File: src/rtl/path_sequencer.sv
// path_sequencer: unpacks a packed 14-slot node path into single node-to-node
// moves, holds each move until the motion block acknowledges arrival, and
// pulses done/new_path once the whole path has been walked.
module path_sequencer #(
  parameter int TIMEOUT_CYCLES = 50_000_000,
  parameter int SLOTS          = 14
) (
  input  logic                 clk,
  input  logic                 rst,
  input  logic [5*SLOTS-1:0]   path_in,
  input  logic                 load,
  input  logic                 node_reached,
  output logic                 move_valid,
  output logic [4:0]           cur_node,
  output logic [4:0]           next_node,
  output logic                 busy,
  output logic                 done,
  output logic                 new_path,
  output logic                 timeout_err,
  output logic [3:0]           step_count
);

  localparam int TW = (TIMEOUT_CYCLES > 1) ? $clog2(TIMEOUT_CYCLES) : 1;
  localparam logic [TW-1:0] TIMER_LAST = TW'(TIMEOUT_CYCLES - 1);
  localparam logic [3:0]    IDX_TOP    = 4'(SLOTS - 1);

  typedef enum logic [1:0] {IDLE, SCAN, WAIT, DONE} state_t;

  state_t             state_reg, state_next;
  logic [5*SLOTS-1:0] path_reg, path_next;
  logic [3:0]         idx_reg, idx_next;
  logic               pad_reg, pad_next;
  logic [TW-1:0]      timer_reg, timer_next;
  logic               move_valid_reg, move_valid_next;
  logic [4:0]         cur_node_reg, cur_node_next;
  logic [4:0]         next_node_reg, next_node_next;
  logic [3:0]         step_reg, step_next;
  logic               timeout_reg, timeout_next;

  // Slot view of the path register; indices beyond the path read as padding.
  logic [4:0] slot_arr [16];
  genvar gi;
  generate
    for (gi = 0; gi < 16; gi++) begin : g_slot
      if (gi < SLOTS) begin : g_real
        assign slot_arr[gi] = path_reg[5*gi +: 5];
      end else begin : g_pad
        assign slot_arr[gi] = 5'd0;
      end
    end
  endgenerate

  logic [4:0] slot_cur;
  assign slot_cur = slot_arr[idx_reg];

  // State and datapath registers; rst returns everything to the idle state.
  always_ff @(posedge clk) begin
    if (rst) begin
      state_reg      <= IDLE;
      path_reg       <= '0;
      idx_reg        <= IDX_TOP;
      pad_reg        <= 1'b1;
      timer_reg      <= '0;
      move_valid_reg <= 1'b0;
      cur_node_reg   <= 5'd0;
      next_node_reg  <= 5'd0;
      step_reg       <= 4'd0;
      timeout_reg    <= 1'b0;
    end else begin
      state_reg      <= state_next;
      path_reg       <= path_next;
      idx_reg        <= idx_next;
      pad_reg        <= pad_next;
      timer_reg      <= timer_next;
      move_valid_reg <= move_valid_next;
      cur_node_reg   <= cur_node_next;
      next_node_reg  <= next_node_next;
      step_reg       <= step_next;
      timeout_reg    <= timeout_next;
    end
  end

  // Next-state logic: one slot examined per SCAN cycle, one move held per WAIT.
  always_comb begin
    state_next      = state_reg;
    path_next       = path_reg;
    idx_next        = idx_reg;
    pad_next        = pad_reg;
    timer_next      = timer_reg;
    move_valid_next = move_valid_reg;
    cur_node_next   = cur_node_reg;
    next_node_next  = next_node_reg;
    step_next       = step_reg;
    timeout_next    = timeout_reg;

    case (state_reg)
      IDLE: begin
        if (load) begin
          path_next    = path_in;
          idx_next     = IDX_TOP;
          pad_next     = 1'b1;
          step_next    = 4'd0;
          timeout_next = 1'b0;
          state_next   = SCAN;
        end
      end

      SCAN: begin
        // Leading zeros are padding; once a real slot is seen, zero is node 0.
        if (!(pad_reg && slot_cur == 5'd0)) begin
          pad_next = 1'b0;
        end
        if ((pad_reg && slot_cur == 5'd0) || slot_cur == cur_node_reg) begin
          if (idx_reg == 4'd0) state_next = DONE;
          else                 idx_next   = idx_reg - 4'd1;
        end else begin
          next_node_next  = slot_cur;
          move_valid_next = 1'b1;
          timer_next      = '0;
          state_next      = WAIT;
        end
      end

      WAIT: begin
        // An acknowledge in the expiry cycle still counts as arrival.
        if (node_reached) begin
          cur_node_next   = next_node_reg;
          move_valid_next = 1'b0;
          if (step_reg != 4'd15) step_next = step_reg + 4'd1;
          if (idx_reg == 4'd0) begin
            state_next = DONE;
          end else begin
            idx_next   = idx_reg - 4'd1;
            state_next = SCAN;
          end
        end else if (timer_reg == TIMER_LAST) begin
          move_valid_next = 1'b0;
          timeout_next    = 1'b1;
          state_next      = IDLE;
        end else begin
          timer_next = timer_reg + TW'(1);
        end
      end

      DONE: state_next = IDLE;

      default: state_next = IDLE;
    endcase
  end

  assign move_valid  = move_valid_reg;
  assign cur_node    = cur_node_reg;
  assign next_node   = next_node_reg;
  assign step_count  = step_reg;
  assign timeout_err = timeout_reg;
  assign busy        = (state_reg != IDLE);
  assign done        = (state_reg == DONE);
  assign new_path    = (state_reg == DONE);

endmodule
File: config.mk
export PLATFORM = sky130hd
export DESIGN_NAME = path_sequencer
export DESIGN_NICKNAME = d
export VERILOG_FILES = /design/src/rtl/path_sequencer.sv
export SDC_FILE = /design/constraint.sdc
export NUM_CORES = 1
export LEC_CHECK = 0
export ABC_AREA = 1
export BUFFER_PORTS_ARGS = -buffer_cell sky130_fd_sc_hd__buf_4
export CAP_MARGIN = 20
export CORE_MARGIN = 4
export CORE_UTILIZATION = 55
export CTS_BUF_LIST = sky130_fd_sc_hd__clkbuf_8
export DETAILED_ROUTE_END_ITERATION = 8
export HOLD_SLACK_MARGIN = 0.12
export PLACE_DENSITY = 0.77
export SYNTH_ARGS = -nofsm -noshare
export SYNTH_HDL_FRONTEND = slang
export SYNTH_SLANG_ARGS = --single-unit
File: constraint.sdc
create_clock -name clk -period 3.9 [get_ports clk]
set_clock_uncertainty 0.1 [all_clocks]
set_input_delay 0.585 -clock clk [delete_from_list [all_inputs] [get_ports clk]]
set_output_delay 0.585 -clock clk [all_outputs]
set_load 0.1 [all_outputs]
==> results.py, run 1 <==
metrics = {
    "finish": {
        "largest_reg_flops": 70,
        "multi_input_area_sq_um": 3160,
        "area_delta_synth_final_pct": 16.3,
        "nFillCells": 1074,
        "antennaDiodeCount": 0,
        "final_nets": 1070,
        "regArea_sq_um": 2380,
        "layout-drive-gt1-share_pct": 14.8,
    },
    "synthesis": {
        "netlist_top_cells_area": "dfxtp_1 38%, nand2_1 11%, o21ai_0 7.5%, a21oi_1 7.2%, nor2_1 6.9%",
        "async_flop_share_pct": 0,
        "syn_inst": 926,
        "yosys.cell_types.count": 31,
        "synth_seq_cells": 119,
        "ys.flop_type": "dfxtp_1",
        "syn_avg_cell_area_sq_um": 6.71,
        "syn-cell-area_sq_um": 6210,
        "synth_common_cells": "185 x nand2_1, 119 x dfxtp_1, 115 x nor2_1",
        "synth_largest_area_cell": "dfxtp_1",
        "synth_nets": 1008,
        "yosysWarnings": 0,
        "ys_seq_area_share_pct": 38.3,
        "synth_enable_flop_cells": 0,
        "yosys.area.top_type_share_pct": 38.3,
        "synth_most_common_cell": "nand2_1",
    },
    "setup_path": {
        "path_cells": "buf_4 -> nor2_1 -> o211ai_1 -> nand2_1 -> nand2_1 -> nand2_1 -> nand2_1 -> nand2_1 -> nor2_1 -> nand3_2 -> nand3_1 -> nand2_1 -> inv_1 -> o21ai_0 -> nand3_1",
        "critPathArrivalTime_ns": 3.08,
        "rr_endpoint": "idx_reg[0]",
        "regToRegStartpoint": "idx_reg[1]",
        "required_ns": 4.10,
        "cp_max_fo": 11,
        "reg2reg_depth": 15,
        "crit_top_cell": "nand2_1",
        "setup.worst_path.start_class": "flip-flop",
        "endpoint": "idx_reg[0]",
        "slowest_delay_ns": 0.41,
        "crit_type": "flip-flop to flip-flop",
        "cp_slowest_cell": "dfxtp_1",
        "r2r_slack_ns": 1.03,
        "worstSetupStartpoint": "idx_reg[1]",
        "crit_path_end_kind": "flip-flop",
    },
    "clock_network": {
        "numCtsBuffers": 17,
        "cts_buffer_depth": 2,
        "cts_root_buffer": "clkbuf_8",
        "cts_tree": "done",
        "cts_resized": 0,
        "clk_latency_ns": 0.45,
        "cts_setup_buffers": 0,
        "cts_hold_buf": 0,
        "clk_pin_slew_ns": 0.07,
        "htreeDepth": 4,
        "clkSinkCount": 119,
    },
    "power_and_ir_drop": {
        "p_leak_uw": 0.00308,
        "vdd_ir_drop_max_mv": 0.480,
        "power.density_nw_per_um2": 692,
    },
    "global_routing": {
        "track_usage_pct": 25.2,
        "grt_max_degree": 62,
        "grt_pass1_wl_mm": 26.8,
        "grt_pass1_vias": 5805,
        "antenna_found_initial": 0,
        "grt-ovfl-total": 0,
    },
    "drt": {
        "drcViolationCount": 0,
        "vias": 6096,
        "drtPass1Iterations": 5,
        "drt-wirelength-per-cell_um": 13.9,
        "routed_wl_mm": 15.9,
        "viasPerCell": 5.34,
        "ant_nets": 0,
        "initialDrtViolationCount": 403,
    },
    "sta": {
        "rsz0062_at_grt": "false",
        "layout_min_cycle_time_ns": 2.87,
        "period_share_pct": 73.6,
        "timing.slew.headroom_pct": 41.7,
        "worst_pin_slew_ns": 0.873,
        "setup_viol": 0,
        "finalMaxSlewViolations": 0,
        "setup-tns-final_ns": 0,
        "setup_ws_ns": 1.03,
        "fmax_ghz": 0.348,
        "hold_viol": 0,
    },
    "placement": {
        "dpl.hpwl_mm": 11.2,
        "io_buffers": 92,
        "gp_congestion": 0.899,
        "dp_slack_ns": 1.05,
    },
    "floorplanning": {
        "die_y_um": 114,
        "fp.dieW_um": 114,
        "ioPinCount": 93,
        "rows": 38,
        "dieArea_sq_um": 13100,
        "coreArea_sq_um": 10900,
        "start_util_pct": 56.8,
    },
    "outcome": {
        "status": "finished, final reports clean",
    },
    "run": {
        "max_cap_viol_count": 0,
    },
    "hold_path": {
        "hp-class": "input pin to flip-flop",
    },
}
==> worst max-delay path, delay by kind of cell (launching register included) <==
kind	cells	cell delay (ns)
simple gates	11	1.58
flops	1	0.41
compound gates	2	0.30
buf+inv	2	0.33
==> stage by stage <==
stage / instance area [sq um] / util, % / total power (uW) / std cells / hold slack (ns)
floorplan: 6210 / - / 3510 / 926 / 0.329
global placement: 6840 / 62.5 / 3890 / 1109 / 0.341
detailed placement: 6840 / 62.5 / 3930 / 1109 / 0.346
CTS: 7230 / 66.1 / 5010 / 1141 / 0.274
global route: 7230 / 66.1 / 5370 / 1141 / 0.291
finish: 7230 / 66.1 / 5000 / 1141 / 0.294
==> kinds of logic after synthesis <==
| group | synth area share (%) |
|---|---|
| and+or+nand+nor | 29.8 |
| adders and majority gates | 1.61 |
| DFF | 38.3 |
| AOI/OAI and AO/OA | 16.0 |
| buffers and inverters | 11.0 |
| xor gates and xnor gates | 3.24 |
==> routing by layer <==
metal	vias up	global-route usage (%)	routed length, um	part of all wire [%]
met5	-	0	0	0
met4	0	9.03	329	2.1
met3	30	6.61	948	6.0
met2	162	40.6	7430	47
met1	2751	32.7	7160	45
li1	3153	-	-	-
==> worst min path at each step <==
stage,from,end,slack [ns],cells after the start
after detailed placement,path_reg[2],path_reg[2],0.35,2
after global placement,path_reg[35],path_reg[35],0.34,2
after floorplan,path_reg[10],path_reg[10],0.33,2
after CTS,path_in[64],path_reg[64],0.27,3
final,path_in[64],path_reg[64],0.29,3
after global routing,path_in[64],path_reg[64],0.29,3
==> layout make-up <==
cell class,instances,share of cell area (%)
clock buffer,23,4.38
clock inverter,9,1.00
timing repair buffer,98,10.2
sequential,119,33.0
tap,140,2.42
inverter,103,5.35
multi-input combinational,649,43.7
==> placed cells by master (no fill, tap or decap), drive strengths merged, types with 7 or more instances in the layout <==
| master | count |
|---|---|
| nor4 | 7 |
| a21oi | 89 |
| inv | 104 |
| nor3 | 17 |
| buf | 98 |
| clkinv | 7 |
| nand2 | 187 |
| nand3 | 49 |
| dfxtp | 119 |
| ha | 8 |
| xor2 | 20 |
| o211ai | 7 |
| nor2 | 115 |
| nand4 | 42 |
| o21ai | 96 |
| clkbuf | 23 |
==> power by group <==
group          leakage (uW)  switching (uW)  internal [uW]  total [uW]
registers          0.000978             144           1490        1630
clock network      0.000212             485            597        1080
logic               0.00189            1650            630        2280
Power figures use the tool's default switching activity.
==> run 2: changes to the inputs <==
--- a/config.mk
+++ b/config.mk
@@ -5,7 +5,7 @@
 export SDC_FILE = /design/constraint.sdc
 export NUM_CORES = 1
 export LEC_CHECK = 0
-export ABC_AREA = 1
+export ABC_AREA = 0
 export BUFFER_PORTS_ARGS = -buffer_cell sky130_fd_sc_hd__buf_4
 export CAP_MARGIN = 20
 export CORE_MARGIN = 4
@@ -13,7 +13,7 @@
 export CTS_BUF_LIST = sky130_fd_sc_hd__clkbuf_8
 export DETAILED_ROUTE_END_ITERATION = 8
 export HOLD_SLACK_MARGIN = 0.12
-export PLACE_DENSITY = 0.77
+export PLACE_DENSITY = 0.78
 export SYNTH_ARGS = -nofsm -noshare
 export SYNTH_HDL_FRONTEND = slang
 export SYNTH_SLANG_ARGS = --single-unit
==> constraint.sdc (replaced) <==
create_clock -name clk -period 2.85 [get_ports clk]
set_clock_uncertainty 0.1 [all_clocks]
set_input_delay 0.4275 -clock clk [delete_from_list [all_inputs] [get_ports clk]]
set_output_delay 0.4275 -clock clk [all_outputs]
set_load 0.1 [all_outputs]
==> run 2 against run 1 <==
The run now ends with setup timing left. Total power rose by 38%. Design area grew 13%. Critical path depth decreased by 1. Final cell count down 7.4%. Synthesized cell count fell by 20%. Highest routed layer unchanged.
==> results.py, run 2 <==
metrics = {
    "synthesis": {
        "synth_largest_area_cell": "dfxtp_1",
        "ys_seq_area_share_pct": 40.9,
        "ys.flop_type": "dfxtp_1",
        "yosys.cell_types.count": 64,
        "netlist_top_cells_area": "dfxtp_1 41%, nand2_1 13%, a21oi_1 8.8%, mux4_2 3.1%, mux2i_1 2.4%",
        "synth_common_cells": "196 x nand2_1, 119 x dfxtp_1, 103 x a21oi_1",
        "async_flop_share_pct": 0,
        "yosysWarnings": 0,
        "syn-cell-area_sq_um": 5830,
        "synth_enable_flop_cells": 0,
        "synth_nets": 824,
        "syn_inst": 742,
        "syn_avg_cell_area_sq_um": 7.85,
        "synth_seq_cells": 119,
        "synth_most_common_cell": "nand2_1",
        "yosys.area.top_type_share_pct": 40.9,
    },
    "run": {
        "max_cap_viol_count": 0,
    },
    "global_routing": {
        "grt_pass1_vias": 6238,
        "track_usage_pct": 28.3,
        "grt_max_degree": 72,
        "antenna_found_initial": 0,
        "grt_pass1_wl_mm": 28.7,
        "grt-ovfl-total": 0,
    },
    "placement": {
        "dpl.hpwl_mm": 11.8,
        "io_buffers": 92,
        "gp_congestion": 0.927,
    },
    "drt": {
        "drt-wirelength-per-cell_um": 17.2,
        "vias": 6195,
        "ant_nets": 0,
        "initialDrtViolationCount": 570,
        "viasPerCell": 5.87,
        "drtPass1Iterations": 6,
        "routed_wl_mm": 18.2,
        "drcViolationCount": 0,
    },
    "finish": {
        "largest_reg_flops": 70,
        "nFillCells": 665,
        "layout_common_cells": "194 x nand2_1, 143 x buf_4, 117 x dfxtp_1",
        "layout-drive-gt1-share_pct": 29.3,
        "final_nets": 990,
        "final_common_cell": "nand2_1",
        "area_delta_synth_final_pct": 40.6,
        "antennaDiodeCount": 0,
        "fin_util_pct": 79.3,
    },
    "setup_path": {
        "slowest_delay_ns": 0.54,
        "worstSetupStartpoint": "idx_reg[1]",
        "endpoint": "timer_reg[11]",
        "required_ns": 3.13,
        "path_cells": "mux4_2 -> mux2i_4 -> xnor2_2 -> or4b_4 -> o22a_1 -> buf_4 -> buf_6 -> o21bai_4 -> buf_6 -> buf_8 -> buf_6 -> o31a_1 -> nand4_1 -> nand2_1",
        "path_depth": 14,
        "path_buf_inv": 5,
        "rr_endpoint": "timer_reg[11]",
        "cp_top_family": "simple AND/OR/NAND/NOR gates",
        "cp_max_fo": 8,
        "cp_slowest_cell": "mux4_2",
        "critPathArrivalTime_ns": 3.66,
        "reg2reg_depth": 14,
        "r2r_slack_ns": -0.52,
        "regToRegStartpoint": "idx_reg[1]",
        "setup.worst_path.start_class": "flip-flop",
        "crit_top_cell": "buf_6",
        "crit_path_end_kind": "flip-flop",
        "crit_type": "flip-flop to flip-flop",
    },
    "hold_path": {
        "hp-class": "input pin to flip-flop",
    },
    "floorplanning": {
        "fp.dieW_um": 111,
        "dieArea_sq_um": 12300,
        "coreArea_sq_um": 10300,
        "start_util_pct": 56.4,
        "ioPinCount": 93,
        "rows": 37,
        "die_y_um": 111,
    },
    "clock_network": {
        "numCtsBuffers": 17,
        "cts_buffer_depth": 2,
        "cts_root_buffer": "clkbuf_8",
        "clk_latency_ns": 0.45,
        "clk_pin_slew_ns": 0.07,
        "clkSinkCount": 119,
        "htreeDepth": 4,
        "cts_tree": "done",
    },
    "power_and_ir_drop": {
        "p_seq_share_pct": 29.3,
        "power.switching_uw": 2730,
        "power.density_nw_per_um2": 844,
        "vdd_ir_drop_max_mv": 0.606,
        "internal_power_uw": 4190,
        "p_sw_share_pct": 39.4,
        "p_total_uw": 6910,
        "share_comb_of_total_power_pct": 47.8,
        "clock_power_share_pct": 22.9,
        "p_leak_uw": 0.00319,
    },
    "sta": {
        "rsz0062_at_grt": "true",
        "hold_viol": 0,
        "worst_pin_slew_ns": 0.708,
        "finalMaxSlewViolations": 0,
        "fmax_ghz": 0.296,
        "fin_hold_ws_ns": 0.133,
        "layout_min_cycle_time_ns": 3.37,
        "timing.slew.headroom_pct": 52.8,
        "setup_ws_ns": -0.523,
        "setup_viol": 38,
        "period_share_pct": 118,
    },
    "outcome": {
        "violations": "setup timing",
        "status": "finished, violations left",
    },
}
[run 2: logic make-up after synthesis]
| logic type | count (synthesis) | share of synthesized area (%) |
|---|---|---|
| muxes | 33 | 7.82 |
| adders and majority gates | 8 | 1.72 |
| buffers and inverters | 67 | 4.51 |
| DFF | 119 | 40.9 |
| xor gates and xnor gates | 12 | 1.80 |
| AOI/OAI and AO/OA | 188 | 19.8 |
| and+or+nand+nor | 315 | 23.4 |
[run 2: power groups by stage]
stage	clock network, uW	registers [uW]	logic [uW]
final	1580	2030	3300
after global routing	1660	2040	3520
after CTS	1590	2020	2860
after detailed placement	0	2050	2380
after global placement	0	2040	2290
after floorplan	0	2090	1520
[run 2: what timing repair did]
| item | in CTS | in global routing |
|---|---|---|
| setup buffers | 14 | 7 |
| setup endpoints to repair | 38 | 38 |
| resized for setup | 44 | 48 |
| hold endpoints to repair | 29 | 1 |
| hold buffers | 29 | 1 |
| cloned | 0 | 0 |
| pin swaps | 16 | 12 |
[run 2: area by class of cell]
class | count | area [sq um] | area share, %
Inverter | 21 | 78.8 | 0.962
Timing Repair Buffer | 193 | 1620 | 19.8
Clock inverter | 13 | 158 | 1.92
Clock buffer | 18 | 248 | 3.02
Tap cell | 136 | 170 | 2.08
Multi-Input combinational cell | 556 | 3530 | 43.0
Sequential cell | 119 | 2390 | 29.2
[run 2: through the flow]
step	cells	setup TNS [ns]	area, sq um	worst slack [ns]
floorplan	742	-6.01	5840	-0.261
global placement	977	-7.75	6930	-0.369
detailed placement	977	-12.74	6930	-0.551
CTS	1050	-9.46	7940	-0.418
global route	1056	-17.10	8190	-0.612
finish	1056	-14.13	8190	-0.523
[run 2: worst min-delay path: stages]
cell     delay (ns)
buf_4          0.11
nand2_1        0.04
a21oi_1        0.05
[run 2: worst min path at each step]
stage,start,endpoint,cells past startpoint
5_1_grt,path_in[44],path_reg[44],3
4_1_cts,path_in[67],path_reg[67],3
3_3_place_gp,path_reg[60],path_reg[60],2
3_5_place_dp,path_reg[18],path_reg[18],2
6_report,path_in[36],path_reg[36],3
2_1_floorplan,path_reg[40],path_reg[40],2
[run 2: per-layer routing]
metal / vias to the layer above / global-route usage (%) / part of all wire, %
met5: - / 0 / 0
met3: 91 / 8.35 / 6.8
met2: 282 / 49.3 / 51
met4: 0 / 14.4 / 4.2
met1: 2899 / 31.1 / 38
li1: 2923 / - / -
==> run 3: changes to the inputs <==
--- a/config.mk
+++ b/config.mk
@@ -8,6 +8,7 @@
 export ABC_AREA = 0
 export BUFFER_PORTS_ARGS = -buffer_cell sky130_fd_sc_hd__buf_4
 export CAP_MARGIN = 20
+export CORE_ASPECT_RATIO = 0.8
 export CORE_MARGIN = 4
 export CORE_UTILIZATION = 55
 export CTS_BUF_LIST = sky130_fd_sc_hd__clkbuf_8
==> run 3 against run 2 <==
The flow still finishes with violations (setup timing). Design area fell by 0.60%. Utilization down 0.15 points. Total power is 2.8% higher. Die area is essentially flat. Clock-buffer cell count is 2 higher. Clock power up 11%. Fmax is 2.2% higher. Routed wire length grew 0.48%. Global-route usage grew 1.6 points. Largest power group unchanged.
==> results.py, run 3 (synthesis gave the netlist of run 2 again) <==
metrics = {
    "global_routing": {
        "grt-ovfl-total": 0,
        "grt_pass1_vias": 6262,
        "grt_pass1_wl_mm": 29.2,
        "track_usage_pct": 29.8,
        "grt_max_degree": 72,
        "antenna_found_initial": 0,
    },
    "setup_path": {
        "crit_path_end_kind": "flip-flop",
        "cp_max_fo": 7,
        "critPathArrivalTime_ns": 3.54,
        "setup.worst_path.start_class": "flip-flop",
        "cp_slowest_cell": "mux4_2",
        "path_cells": "mux4_2 -> mux2i_4 -> xnor2_1 -> or4b_1 -> o22a_1 -> o21ba_4 -> a2111oi_4 -> buf_4 -> nand3_2 -> a221o_1",
        "crit_type": "flip-flop to flip-flop",
        "slowest_delay_ns": 0.54,
        "required_ns": 3.09,
    },
    "clock_network": {
        "numCtsBuffers": 17,
        "cts_buffer_depth": 2,
        "clk_pin_slew_ns": 0.07,
        "clk_latency_ns": 0.46,
        "htreeDepth": 4,
        "cts_tree": "done",
        "clkSinkCount": 119,
        "cts_root_buffer": "clkbuf_8",
    },
    "sta": {
        "rsz0062_at_grt": "true",
        "setup_ws_ns": -0.451,
        "period_share_pct": 116,
        "setup_viol": 38,
        "finalMaxSlewViolations": 0,
        "fmax_ghz": 0.303,
        "layout_min_cycle_time_ns": 3.30,
        "hold_viol": 0,
        "timing.slew.headroom_pct": 55.1,
        "worst_pin_slew_ns": 0.674,
        "fin_hold_ws_ns": 0.126,
    },
    "finish": {
        "largest_reg_flops": 70,
        "nFillCells": 700,
        "final_common_cell": "nand2_1",
        "multi_input_area_sq_um": 3490,
        "layout-drive-gt1-share_pct": 28.6,
        "final_cells": 1053,
        "area_delta_synth_final_pct": 39.8,
        "antennaDiodeCount": 0,
        "fin_util_pct": 79.2,
        "final_nets": 982,
        "layout_common_cells": "193 x nand2_1, 137 x buf_4, 116 x dfxtp_1",
        "regArea_sq_um": 2390,
    },
    "drt": {
        "vias": 6147,
        "drcViolationCount": 0,
        "drtPass1Iterations": 5,
        "drt-wirelength-per-cell_um": 17.4,
        "viasPerCell": 5.84,
        "initialDrtViolationCount": 612,
        "ant_nets": 0,
        "routed_wl_mm": 18.3,
    },
    "floorplanning": {
        "ioPinCount": 93,
        "coreArea_sq_um": 10300,
        "dieArea_sq_um": 12300,
        "die_y_um": 100,
        "rows": 33,
        "start_util_pct": 56.7,
        "fp.dieW_um": 123,
    },
    "power_and_ir_drop": {
        "power.switching_uw": 2760,
        "share_comb_of_total_power_pct": 46.9,
        "p_leak_uw": 0.00317,
        "p_total_uw": 7100,
        "clock_power_share_pct": 24.6,
        "p_seq_share_pct": 28.5,
        "p_sw_share_pct": 38.8,
        "power.density_nw_per_um2": 873,
        "vdd_ir_drop_max_mv": 0.430,
        "internal_power_uw": 4350,
    },
    "outcome": {
        "status": "finished, violations left",
        "violations": "setup timing",
    },
    "placement": {
        "dpl.hpwl_mm": 11.7,
        "placedCellCount": 979,
        "io_buffers": 92,
        "gp_congestion": 0.905,
    },
    "run": {
        "max_cap_viol_count": 0,
    },
    "hold_path": {
        "hp-class": "input pin to flip-flop",
    },
}
-- run 3: changes by cell type in the layout (fill, tap and decap cells not counted), sizes merged --
cell,change
dlygate4sd3,-3
inv,+1
buf,-5
clkbuf,+2
clkinv,-3
bufinv,+1
-- run 3: final cells by class --
cell class,count,area share [%]
clock inverter,12,2.14
sequential,119,29.3
inverter,21,0.968
multi-input combinational,556,42.8
tap,140,2.15
timing repair buffer,185,19.2
clock buffer,20,3.38
-- run 3: power by group through the flow --
stage | registers (uW) | logic [uW] | clock network (uW)
after floorplan | 2090 | 1520 | 0
after global placement | 2040 | 2320 | 0
after detailed placement | 2050 | 2390 | 0
after CTS | 2020 | 3100 | 1740
after global routing | 2040 | 3530 | 1820
final | 2020 | 3330 | 1750
-- run 3: worst max-delay path: cells and delay by family, from the launching register on --
family	cells	cell delay, ns
flip-flops	1	0.40
buffers and inverters	1	0.19
multiplexers	2	0.74
AO/OA/AOI/OAI	4	1.09
XOR/XNOR	1	0.09
AND/OR/NAND/NOR	2	0.56
-- run 3: metrics by stage --
step	area (sq um)	setup TNS (ns)	worst slack [ns]
after floorplan	5840	-6.01	-0.261
after global placement	6930	-6.90	-0.342
after detailed placement	6930	-10.05	-0.448
after CTS	8040	-11.05	-0.417
after global routing	8140	-16.95	-0.558
final	8140	-13.04	-0.451
-- run 3: metal layers --
metal | track usage [%] | part of all wire, % | up-vias | wire [um]
met5 | 0 | 0 | - | 0
met4 | 13.9 | 2.6 | 0 | 484
met2 | 50.9 | 49 | 260 | 9050
met1 | 35.8 | 42 | 2934 | 7670
li1 | - | - | 2903 | -
met3 | 6.87 | 5.9 | 50 | 1090
-- run 3: what timing repair did --
item | CTS | global route
pin swaps | 30 | 21
gates resized for setup | 72 | 21
setup endpoints to repair | 38 | 38
hold buffers | 27 | 0
buffers inserted | 13 | 5
gates cloned | 2 | 0
endpoints found under the hold margin | 27 | 0
-- run 3: final timing paths --
| kind | startpoint | to | slack [ns] | cells after the start |
|---|---|---|---|---|
| worst min register to register | path_reg[30] | path_reg[30] | 0.36 | 2 |
| worst max-delay path | idx_reg[1] | idx_reg[3] | -0.45 | 10 |
| worst min-delay path | path_in[35] | path_reg[35] | 0.13 | 3 |
| worst max register to register | idx_reg[1] | idx_reg[3] | -0.45 | 10 |
